<file path="src/rtl/uart_rx_mf_if.sv">
// Receive-FIFO read port of uart_rx_mf: first-word-fall-through head plus a one-clk pop strobe.
interface uart_rx_mf_if #(
    parameter int MAX_DATA_BITS = 9,
    parameter int FIFO_DEPTH    = 8
);
    logic                         rd_en_i;
    logic [MAX_DATA_BITS-1:0]     rx_data_o;
    logic                         parity_error_o;
    logic                         frame_error_o;
    logic                         rx_valid_o;
    logic [$clog2(FIFO_DEPTH):0]  fifo_count_o;

    modport slave  (input rd_en_i, output rx_data_o, parity_error_o, frame_error_o, rx_valid_o, fifo_count_o);
    modport master (output rd_en_i, input rx_data_o, parity_error_o, frame_error_o, rx_valid_o, fifo_count_o);
endinterface

</file>
<file path="src/rtl/uart_rx_mf.sv">
// Oversampling UART receiver with majority-vote bit sampling, parity/frame/break detection
// and a first-word-fall-through receive FIFO with sticky overrun and RTS flow control.
module uart_rx_mf #(
    parameter int OVERSAMPLE    = 16,
    parameter int MAX_DATA_BITS = 9,
    parameter int FIFO_DEPTH    = 8
) (
    input  logic                 clk,
    input  logic                 rst_n,
    input  logic                 rx_tick,
    input  logic [3:0]           data_bits_i,
    input  logic                 parity_en_i,
    input  logic                 parity_type_i,
    input  logic                 stop_bit_num_i,
    input  logic                 rx,
    input  logic                 clr_overrun_i,
    output logic                 overrun_o,
    output logic                 break_o,
    output logic                 rts_n,
    uart_rx_mf_if.slave          rd_if
);
    localparam int CW   = $clog2(OVERSAMPLE);
    localparam int AW   = $clog2(FIFO_DEPTH);
    localparam int NW   = AW + 1;
    localparam int EW   = MAX_DATA_BITS + 2;
    localparam logic [CW-1:0] CNT_S0  = CW'(OVERSAMPLE/2 - 1);
    localparam logic [CW-1:0] CNT_S1  = CW'(OVERSAMPLE/2);
    localparam logic [CW-1:0] CNT_S2  = CW'(OVERSAMPLE/2 + 1);
    localparam logic [CW-1:0] CNT_END = CW'(OVERSAMPLE - 1);
    localparam logic [3:0]    MAXB    = 4'(MAX_DATA_BITS);

    typedef enum logic [2:0] {
        IDLE   = 3'd0,
        START  = 3'd1,
        DATA   = 3'd2,
        PARITY = 3'd3,
        STOP   = 3'd4
    } state_t;

    state_t                   state_q, state_d;
    logic [CW-1:0]            cnt_q, cnt_d;
    logic [3:0]               bit_idx_q, bit_idx_d;
    logic [MAX_DATA_BITS-1:0] data_q, data_d;
    logic                     par_q, par_d, v0_q, v0_d, v1_q, v1_d;
    logic                     stop_idx_q, stop_idx_d, stop0_q, stop0_d, ferr_q, ferr_d;
    logic                     rx_meta_q, rx_sync_q, rx_prev_q;
    logic                     maj_s, decide_s, end_s, ferr_now_s, perr_s, push_s, brk_s;
    logic [3:0]               nbits_s;
    logic [EW-1:0]            mem_q [FIFO_DEPTH];
    logic [AW-1:0]            wr_ptr_q, rd_ptr_q;
    logic [NW-1:0]            count_q;
    logic                     overrun_q, brk_q, rts_q;
    logic                     pop_s, full_s, wr_ok_s, ovr_set_s;
    logic [EW-1:0]            head_s;

    assign nbits_s    = (data_bits_i >= 4'd5 && data_bits_i <= MAXB) ? data_bits_i : MAXB;
    assign maj_s      = (v0_q & v1_q) | (v0_q & rx_sync_q) | (v1_q & rx_sync_q);
    assign decide_s   = rx_tick && (cnt_q == CNT_S2);
    assign end_s      = rx_tick && (cnt_q == CNT_END);
    assign ferr_now_s = ferr_q | ~maj_s;
    // Odd parity expects the XOR of data and parity bit to be 1, even expects 0.
    assign perr_s     = parity_en_i & (^data_q ^ par_q ^ ~parity_type_i);

    // Line synchronizer and edge-detect history.
    always_ff @(posedge clk) begin
        if (!rst_n) begin
            rx_meta_q <= 1'b1;
            rx_sync_q <= 1'b1;
            rx_prev_q <= 1'b1;
        end else begin
            rx_meta_q <= rx;
            rx_sync_q <= rx_meta_q;
            rx_prev_q <= rx_sync_q;
        end
    end

    // Receiver FSM and datapath state registers.
    always_ff @(posedge clk) begin
        if (!rst_n) begin
            state_q    <= IDLE;
            cnt_q      <= {CW{1'b0}};
            bit_idx_q  <= 4'd0;
            data_q     <= {MAX_DATA_BITS{1'b0}};
            par_q      <= 1'b0;
            v0_q       <= 1'b1;
            v1_q       <= 1'b1;
            stop_idx_q <= 1'b0;
            stop0_q    <= 1'b1;
            ferr_q     <= 1'b0;
        end else begin
            state_q    <= state_d;
            cnt_q      <= cnt_d;
            bit_idx_q  <= bit_idx_d;
            data_q     <= data_d;
            par_q      <= par_d;
            v0_q       <= v0_d;
            v1_q       <= v1_d;
            stop_idx_q <= stop_idx_d;
            stop0_q    <= stop0_d;
            ferr_q     <= ferr_d;
        end
    end

    // Next-state logic: the third vote sample is taken live at the decision tick.
    always_comb begin
        state_d    = state_q;
        cnt_d      = cnt_q;
        bit_idx_d  = bit_idx_q;
        data_d     = data_q;
        par_d      = par_q;
        v0_d       = v0_q;
        v1_d       = v1_q;
        stop_idx_d = stop_idx_q;
        stop0_d    = stop0_q;
        ferr_d     = ferr_q;
        push_s     = 1'b0;
        brk_s      = 1'b0;
        if (rx_tick) begin
            cnt_d = (cnt_q == CNT_END) ? {CW{1'b0}} : cnt_q + CW'(1);
            if (cnt_q == CNT_S0) begin
                v0_d = rx_sync_q;
            end else if (cnt_q == CNT_S1) begin
                v1_d = rx_sync_q;
            end else begin
                v0_d = v0_q;
            end
        end else begin
            cnt_d = cnt_q;
        end
        case (state_q)
            IDLE: begin
                cnt_d = {CW{1'b0}};
                if (rx_prev_q && !rx_sync_q) begin
                    state_d = START;
                end else begin
                    state_d = IDLE;
                end
            end
            START: begin
                if (decide_s && maj_s) begin
                    state_d = IDLE;
                    cnt_d   = {CW{1'b0}};
                end else if (end_s) begin
                    state_d   = DATA;
                    bit_idx_d = 4'd0;
                    data_d    = {MAX_DATA_BITS{1'b0}};
                    par_d     = 1'b0;
                end else begin
                    state_d = START;
                end
            end
            DATA: begin
                if (decide_s) begin
                    data_d[bit_idx_q] = maj_s;
                end else if (end_s) begin
                    if (bit_idx_q == nbits_s - 4'd1) begin
                        state_d    = parity_en_i ? PARITY : STOP;
                        stop_idx_d = 1'b0;
                        ferr_d     = 1'b0;
                    end else begin
                        bit_idx_d = bit_idx_q + 4'd1;
                    end
                end else begin
                    state_d = DATA;
                end
            end
            PARITY: begin
                if (decide_s) begin
                    par_d = maj_s;
                end else if (end_s) begin
                    state_d    = STOP;
                    stop_idx_d = 1'b0;
                    ferr_d     = 1'b0;
                end else begin
                    state_d = PARITY;
                end
            end
            STOP: begin
                if (decide_s) begin
                    ferr_d = ferr_now_s;
                    if (!stop_idx_q) begin
                        stop0_d = maj_s;
                    end else begin
                        stop0_d = stop0_q;
                    end
                    if (!stop_bit_num_i || stop_idx_q) begin
                        push_s  = 1'b1;
                        brk_s   = (data_q == {MAX_DATA_BITS{1'b0}}) && !(parity_en_i && par_q) &&
                                  !(stop_idx_q ? stop0_q : maj_s);
                        state_d = IDLE;
                        cnt_d   = {CW{1'b0}};
                    end else begin
                        state_d = STOP;
                    end
                end else if (end_s) begin
                    stop_idx_d = 1'b1;
                end else begin
                    state_d = STOP;
                end
            end
            default: begin
                state_d = IDLE;
                cnt_d   = {CW{1'b0}};
            end
        endcase
    end

    assign pop_s     = rd_if.rd_en_i && (count_q != {NW{1'b0}});
    assign full_s    = (count_q == NW'(FIFO_DEPTH));
    assign wr_ok_s   = push_s && (!full_s || pop_s);
    assign ovr_set_s = push_s && full_s && !pop_s;

    // FIFO storage; entries past the pointers are never observed, so no reset is needed.
    always_ff @(posedge clk) begin
        if (rst_n && wr_ok_s) begin
            mem_q[wr_ptr_q] <= {data_q, perr_s, ferr_now_s};
        end
    end

    // FIFO pointers, occupancy and status flags.
    always_ff @(posedge clk) begin
        if (!rst_n) begin
            wr_ptr_q  <= {AW{1'b0}};
            rd_ptr_q  <= {AW{1'b0}};
            count_q   <= {NW{1'b0}};
            overrun_q <= 1'b0;
            brk_q     <= 1'b0;
            rts_q     <= 1'b1;
        end else begin
            wr_ptr_q  <= wr_ptr_q + AW'(wr_ok_s);
            rd_ptr_q  <= rd_ptr_q + AW'(pop_s);
            case ({wr_ok_s, pop_s})
                2'b10:   count_q <= count_q + NW'(1);
                2'b01:   count_q <= count_q - NW'(1);
                default: count_q <= count_q;
            endcase
            overrun_q <= ovr_set_s | (overrun_q & ~clr_overrun_i);
            brk_q     <= brk_s;
            rts_q     <= (count_q >= NW'(FIFO_DEPTH - 1));
        end
    end

    assign head_s               = mem_q[rd_ptr_q];
    assign rd_if.rx_valid_o     = (count_q != {NW{1'b0}});
    assign rd_if.rx_data_o      = rd_if.rx_valid_o ? head_s[EW-1:2] : {MAX_DATA_BITS{1'b0}};
    assign rd_if.parity_error_o = rd_if.rx_valid_o & head_s[1];
    assign rd_if.frame_error_o  = rd_if.rx_valid_o & head_s[0];
    assign rd_if.fifo_count_o   = count_q;
    assign overrun_o            = overrun_q;
    assign break_o              = brk_q;
    assign rts_n                = rts_q;
endmodule

</file>
<file path="src/flat_wrapper.sv">
// flat-port wrapper written by rule: the top's interface ports become plain ports
module uart_rx_mf_flat 
#(
    parameter int OVERSAMPLE    = 16,
    parameter int MAX_DATA_BITS = 9,
    parameter int FIFO_DEPTH    = 8
)
  (clk, rst_n, rx_tick, data_bits_i, parity_en_i, parity_type_i, stop_bit_num_i, rx, clr_overrun_i, overrun_o, break_o, rts_n, rd_if_rd_en_i, rd_if_rx_data_o, rd_if_parity_error_o, rd_if_frame_error_o, rd_if_rx_valid_o, rd_if_fifo_count_o);
  uart_rx_mf_if #(.MAX_DATA_BITS(MAX_DATA_BITS), .FIFO_DEPTH(FIFO_DEPTH)) rd_if_i ();
  input  logic clk;
  input  logic rst_n;
  input  logic rx_tick;
  input  logic [3:0] data_bits_i;
  input  logic parity_en_i;
  input  logic parity_type_i;
  input  logic stop_bit_num_i;
  input  logic rx;
  input  logic clr_overrun_i;
  output logic overrun_o;
  output logic break_o;
  output logic rts_n;
  input wire logic [$bits(rd_if_i.rd_en_i)-1:0] rd_if_rd_en_i;
  output wire logic [$bits(rd_if_i.rx_data_o)-1:0] rd_if_rx_data_o;
  output wire logic [$bits(rd_if_i.parity_error_o)-1:0] rd_if_parity_error_o;
  output wire logic [$bits(rd_if_i.frame_error_o)-1:0] rd_if_frame_error_o;
  output wire logic [$bits(rd_if_i.rx_valid_o)-1:0] rd_if_rx_valid_o;
  output wire logic [$bits(rd_if_i.fifo_count_o)-1:0] rd_if_fifo_count_o;
  assign rd_if_i.rd_en_i = rd_if_rd_en_i;
  assign rd_if_rx_data_o = rd_if_i.rx_data_o;
  assign rd_if_parity_error_o = rd_if_i.parity_error_o;
  assign rd_if_frame_error_o = rd_if_i.frame_error_o;
  assign rd_if_rx_valid_o = rd_if_i.rx_valid_o;
  assign rd_if_fifo_count_o = rd_if_i.fifo_count_o;
  uart_rx_mf #(.OVERSAMPLE(OVERSAMPLE), .MAX_DATA_BITS(MAX_DATA_BITS), .FIFO_DEPTH(FIFO_DEPTH)) u_core (.clk(clk), .rst_n(rst_n), .rx_tick(rx_tick), .data_bits_i(data_bits_i), .parity_en_i(parity_en_i), .parity_type_i(parity_type_i), .stop_bit_num_i(stop_bit_num_i), .rx(rx), .clr_overrun_i(clr_overrun_i), .overrun_o(overrun_o), .break_o(break_o), .rts_n(rts_n), .rd_if(rd_if_i));
endmodule
</file>
<file path="config.mk">
export PLATFORM = sky130hd
export DESIGN_NAME = uart_rx_mf_flat
export DESIGN_NICKNAME = d
export VERILOG_FILES = /design/src/rtl/uart_rx_mf_if.sv /design/src/rtl/uart_rx_mf.sv /design/src/flat_wrapper.sv
export SDC_FILE = /design/constraint.sdc
export NUM_CORES = 1
export LEC_CHECK = 0
export BUFFER_PORTS_ARGS = -buffer_cell sky130_fd_sc_hd__buf_2
export CAP_MARGIN = 10
export CELL_PAD_IN_SITES_DETAIL_PLACEMENT = 1
export CELL_PAD_IN_SITES_GLOBAL_PLACEMENT = 1
export CORE_MARGIN = 2
export CORE_UTILIZATION = 25
export DETAILED_ROUTE_END_ITERATION = 16
export PLACE_DENSITY = 0.5
export SKIP_CTS_REPAIR_TIMING = 1
export SLEW_MARGIN = 20
export SYNTH_ARGS = -nofsm -noshare
export SYNTH_HDL_FRONTEND = slang
export SYNTH_SLANG_ARGS = --single-unit
</file>
<file path="constraint.sdc">
create_clock -name clk -period 3.8 [get_ports clk]
set_input_delay 1.14 -clock clk [delete_from_list [all_inputs] [get_ports clk]]
set_output_delay 1.14 -clock clk [all_outputs]
set_load 0.02 [all_outputs]
</file>
# [Yosys cells after proc, flatten, opt, wreduce, memory -nomap -nowiden]
# Memories as Yosys holds them, arrays and structs flattened. A register that Yosys moved wholly into a read port is not among the register bits.
# Cells that the tools add are included.
[word_totals] ff_bits=42 ramBits=88 inputBits=13 out_inout_bits=19 wordCells=172 n_memories=1
[classes] add_sub_neg=7 order_cmp=5 n_eq_ne=27 mux=55 bitwise=17 n_reduce_logical=41
[memory_table] name="u_core.mem_q" words=8 word_bits=11 rd=1 rd_clocked_by_memory_dff=1 write_ports=1 line="uart_rx_mf.sv:49" text="logic [EW-1:0] mem_q [FIFO_DEPTH];"
[ops] cell="4-bit 2-to-1 mux" count=11
[ops] cell="9-bit 2-to-1 mux" count=4
[ops] cell="3-bit 2-to-1 mux" count=11
[ops] cell="1-bit 2-to-1 mux" count=18
[ops] cell="9-bit case mux with 2 select lines" count=1
[ops] cell="4-bit equality test (second input constant)" count=4
[ops] cell="2-bit by 1-bit != test with 1-bit output (second input constant)" count=8
[ops] cell="4-bit case mux with 2 select lines" count=2
[ops] cell="4-bit AND reduction" count=4
[ops] cell="3-bit case mux with 5 select lines" count=1
[ops] cell="1-bit logical AND" count=14
[ops] cell="4-bit by 1-bit adder with 4-bit output (second input constant)" count=3
[ops] cell="4-bit case mux with 3 select lines" count=1
[ops] cell="2-bit != test (second input constant)" count=5
[ops] cell="9-bit bitwise mux" count=1
[ops] cell="9-bit zero test" count=1
[ops] cell="9-bit parity" count=1
[ops] cell="4-bit by 3-bit >= comparator with 1-bit output (second input constant)" count=2
[ops] cell="8-bit AND reduction" count=1
[ops] cell="4-bit by 1-bit subtractor with 4-bit output (second input constant)" count=2
[ops] cell="1-bit AND" count=7
[ops] cell="7-bit AND reduction" count=1
[ops] cell="3-bit by 1-bit adder with 3-bit output" count=2
[ops] cell="3-bit by 2-bit equality test with 1-bit output (second input constant)" count=2
[ops] cell="other kinds (28)" count=45

# [Logic depth before layout (Yosys ltp)]
[logic_depth] ltp_word=9 ltp_mapped=13 ltp_nobuf=12

# [Worst setup path after synthesis]
# OpenSTA, ideal clock, no wires.
[synth_timing] kind="input to register" from="in rx_tick" to="mem u_core.mem_q[1][0] (netlist bit), enable pin" setup_time_ns=0.393 arrival_time_ns=3.072 required_ns=3.407 slack_ns=0.335 stages=7 n_path_buf=2 cell_sequence="buf_2 > and4b_1 > buf_2 > nand4b_2 > a31oi_1 > nand3_1 > nor3_1"
[synth_between] elab_chain_cells=7
[synth_lines] item="start, declared" line="flat_wrapper.sv:12" text="input logic rx_tick;"
[synth_lines] item="1-bit logical AND" line="uart_rx_mf.sv:58" text="assign decide_s = rx_tick && (cnt_q == CNT_S2);"
[synth_lines] item="1-bit 2-to-1 mux" line="uart_rx_mf.sv:179" text="if (decide_s) begin"
[synth_lines] item="1-bit 2-to-1 mux" line="uart_rx_mf.sv:130" text="case (state_q)"
[synth_lines] item="1-bit logical AND" line="uart_rx_mf.sv:210" text="assign wr_ok_s = push_s && (!full_s || pop_s);"
[synth_lines] item="1-bit logical AND" line="uart_rx_mf.sv:215" text="if (rst_n && wr_ok_s) begin"
[synth_lines] item="1-bit 2-to-1 mux" line="uart_rx_mf.sv:215"
[synth_lines] item="1-bit 2-to-1 mux (implied by the code)" line="uart_rx_mf.sv:216" text="mem_q[wr_ptr_q] <= {data_q, perr_s, ferr_now_s};"
[synth_lines] item="end, declared" line="uart_rx_mf.sv:49"
# Every way passes these cells.

==> results.cfg <==
[status]
status = completed

[timing]
fin_skew_ns = 0.01587
fmax_ghz = 0.3026
maxSlewViolCount = 0
post-route-period-util_pct = 86.98
period_needed_ns = 3.305
finalSetupViolCount = 0
worst_pin_slew_ns = 0.8351
rsz0062_at_grt = no
fin_setup_tns_ns = 0
slew_headroom_pct = 44.25
final_hold_viol_count = 0
hold_ws_ns = 0.4146

[synth]
synth_edf_count = 88
synthTopCellsByCount = edfxtp_1, dfxtp_1, nor2_1
ys.flop_type = edfxtp_1
syn_inst = 445
avgSynthCellArea_um2 = 13.14
netlist_area_um2 = 5846
netlist.area_leader.share_pct = 45.21
synth_area_leader_cell = edfxtp_1
synth_warnings = 0
synth-seq-cells = 130
yosys.cell_types.count = 62
syn_nets = 477
synth.area.top_cells = edfxtp_1, dfxtp_1, mux4_2
yosysMostFrequentCell = edfxtp_1
ys_async_sr_fraction_pct = 0
yosysSeqAreaShare_pct = 59.59

[critical_path]
arrival_ns = 2.17
reg2reg_slack_ns = 1.01
startpoint = u_core.rd_ptr_q[0]$_SDFF_PN0_
rr_endpoint = u_core.rd_if.fifo_count_o[3]$_SDFFE_PN0P_
critPathKind = reg -> out
critPathLaunchType = flop
worstPathRequired_ns = 2.66
cp-endpoint = rd_if_rx_data_o[8]
worstPathMaxFanout = 23
worstRegToRegCells = 12
reg2reg_from = u_core.cnt_q[1]$_SDFF_PN0_
end_kind = primary output

[floorplan]
initial_core_util_pct = 25.66
core.rowCount = 55
dieArea_um2 = 24620
core_um2 = 22780
io_pins = 32
die_w_um = 156.9
die_h_um = 156.9

[place]
gp_congestion = 0.7139
place.detailed.hpwl_mm = 8.924
io_buffers = 31

[drt]
postRouteAntennaNets = 0
wl_per_cell_um = 16.50
drtIter0Drc = 126
wirelength_mm = 13.47
vias = 3642
dr.pass1.iters = 4
drc = 0
vias_per_cell = 4.463

[global_route]
track_usage_pct = 11.52
grt_max_degree = 29
overflow = 0
grt_pass1_vias = 3823
grt_antenna_before_repair = 0
grt_pass1_wl_mm = 21.05

[clock_network]
htree_levels = 4
ctsLongestPathBuffers = 2
clk_latency_ns = 0.43
numCtsBuffers = 17
clockRootBuffer = clkbuf_16
path_clk_slew_ns = 0.06
cts_tree = yes
cts_sinks = 130

[layout]
drive_above_1_share_pct = 22.66
nFillCells = 2449
diodes = 0
layout.nets = 522
multiInputGateArea_um2 = 2196
syn_to_final_growth_pct = 20.83
regArea_um2 = 3483

[min_path]
hold_class = reg -> reg

[pwr]
cellPowerDensity_nw_per_um2 = 556.5
peakVddDrop_mv = 0.2771
p_leak_nw = 2.638

[run]
drv_cap = 0
[worst max-delay path: stages (launching register included)]
cell and delay (ns):
dfxtp_1 0.31, buf_4 0.42, mux4_2 0.58, mux2i_1 0.22, nor2_1 0.06, buf_2 0.16
[stage by stage]
stage | std cells | util (%) | total power [mW] | instance area, µm² | setup slack (ns)
CTS | 816 | 31.01 | 4.007 | 7063 | 0.4137
detailed placement | 784 | 28.21 | 2.198 | 6425 | 0.2508
global route | 816 | 31.01 | 4.111 | 7063 | 0.2693
floorplan | 445 | - | 1.994 | 5846 | 0.3351
global placement | 784 | 28.21 | 2.194 | 6425 | 0.4185
finish | 816 | 31.01 | 3.931 | 7063 | 0.4948
[per-layer routing]
metal  track usage (%)  share of wire (%)  up-vias
met5                 0                  0        -
met2             20.70                 52       34
met4             4.456                1.7        0
met3             2.671                2.1       16
met1             13.26                 44     1841
li1                  -                  -     1751
[flip-flops by register name (all words and copies together) (netlist names)]
| name | cells |
|---|---|
| u_core.mem_q | 88 |
| u_core.data_q | 9 |
| u_core.bit_idx_q | 4 |
| u_core.cnt_q | 4 |
| u_core.rd_if.fifo_count_o | 4 |
| u_core.rd_ptr_q | 3 |
| u_core.state_q | 3 |
| u_core.wr_ptr_q | 3 |
| u_core.break_o | 1 |
| u_core.ferr_q | 1 |
| u_core.overrun_o | 1 |
| u_core.par_q | 1 |
| u_core.rts_n | 1 |
| u_core.rx_meta_q | 1 |
| u_core.rx_prev_q | 1 |
| u_core.rx_sync_q | 1 |
| u_core.stop0_q | 1 |
| u_core.stop_idx_q | 1 |
| u_core.v0_q | 1 |
| u_core.v1_q | 1 |
[cell usage in the layout, fill, tap and decap left out, types with 4 or more instances in the layout]
cell type / count
edfxtp_1: 88
dfxtp_1: 42
nor2_1: 39
buf_2: 31
nand2_1: 30
mux4_2: 22
inv_1: 21
a21oi_1: 21
ha_1: 18
clkbuf_16: 17
mux2i_1: 16
buf_4: 16
xnor2_1: 14
nand3_1: 13
nand2b_1: 10
o211ai_1: 9
o21ai_0: 9
inv_6: 7
nor3_1: 5
and2_1: 5
nor2b_1: 4
nand3b_1: 4
inv_8: 4
[kinds of logic after synthesis]
| family | synth area share, % |
|---|---|
| buffers and inverters | 2.954 |
| AND/OR/NAND/NOR | 12.39 |
| AO/OA/AOI/OAI | 6.892 |
| XOR/XNOR | 2.397 |
| flip-flops | 59.59 |
| adder cells (fa/ha/maj) | 4.367 |
| multiplexers | 11.41 |
[final cells by class]
class	instances	area share (%)
clock inverter	15	3.012
timing repair buffer	47	3.897
multi-input combinational	273	31.09
tap	313	5.545
inverter	21	1.116
sequential	130	49.32
clock buffer	17	6.023
[where the power goes]
part / total, mW / switching, mW / internal, mW
Combinational: 0.591 / 0.362 / 0.230
Clock: 1.78 / 0.714 / 1.07
Sequential: 1.55 / 0.0354 / 1.52
Total: 3.93 / 1.11 / 2.82
[worst min-delay path by stage]
stage	start	endpoint	slack, ns	cells after the start
finish	u_core.rx_meta_q$_SDFF_PN1_	u_core.rx_sync_q$_SDFF_PN1_	0.41	1
global route	u_core.rx_meta_q$_SDFF_PN1_	u_core.rx_sync_q$_SDFF_PN1_	0.45	1
CTS	u_core.rx_meta_q$_SDFF_PN1_	u_core.rx_sync_q$_SDFF_PN1_	0.42	1
detailed placement	u_core.rx_meta_q$_SDFF_PN1_	u_core.rx_sync_q$_SDFF_PN1_	0.40	1
global placement	u_core.rx_meta_q$_SDFF_PN1_	u_core.rx_sync_q$_SDFF_PN1_	0.39	1
floorplan	u_core.rx_meta_q$_SDFF_PN1_	u_core.rx_sync_q$_SDFF_PN1_	0.39	1
Power figures use the tool's default switching activity.
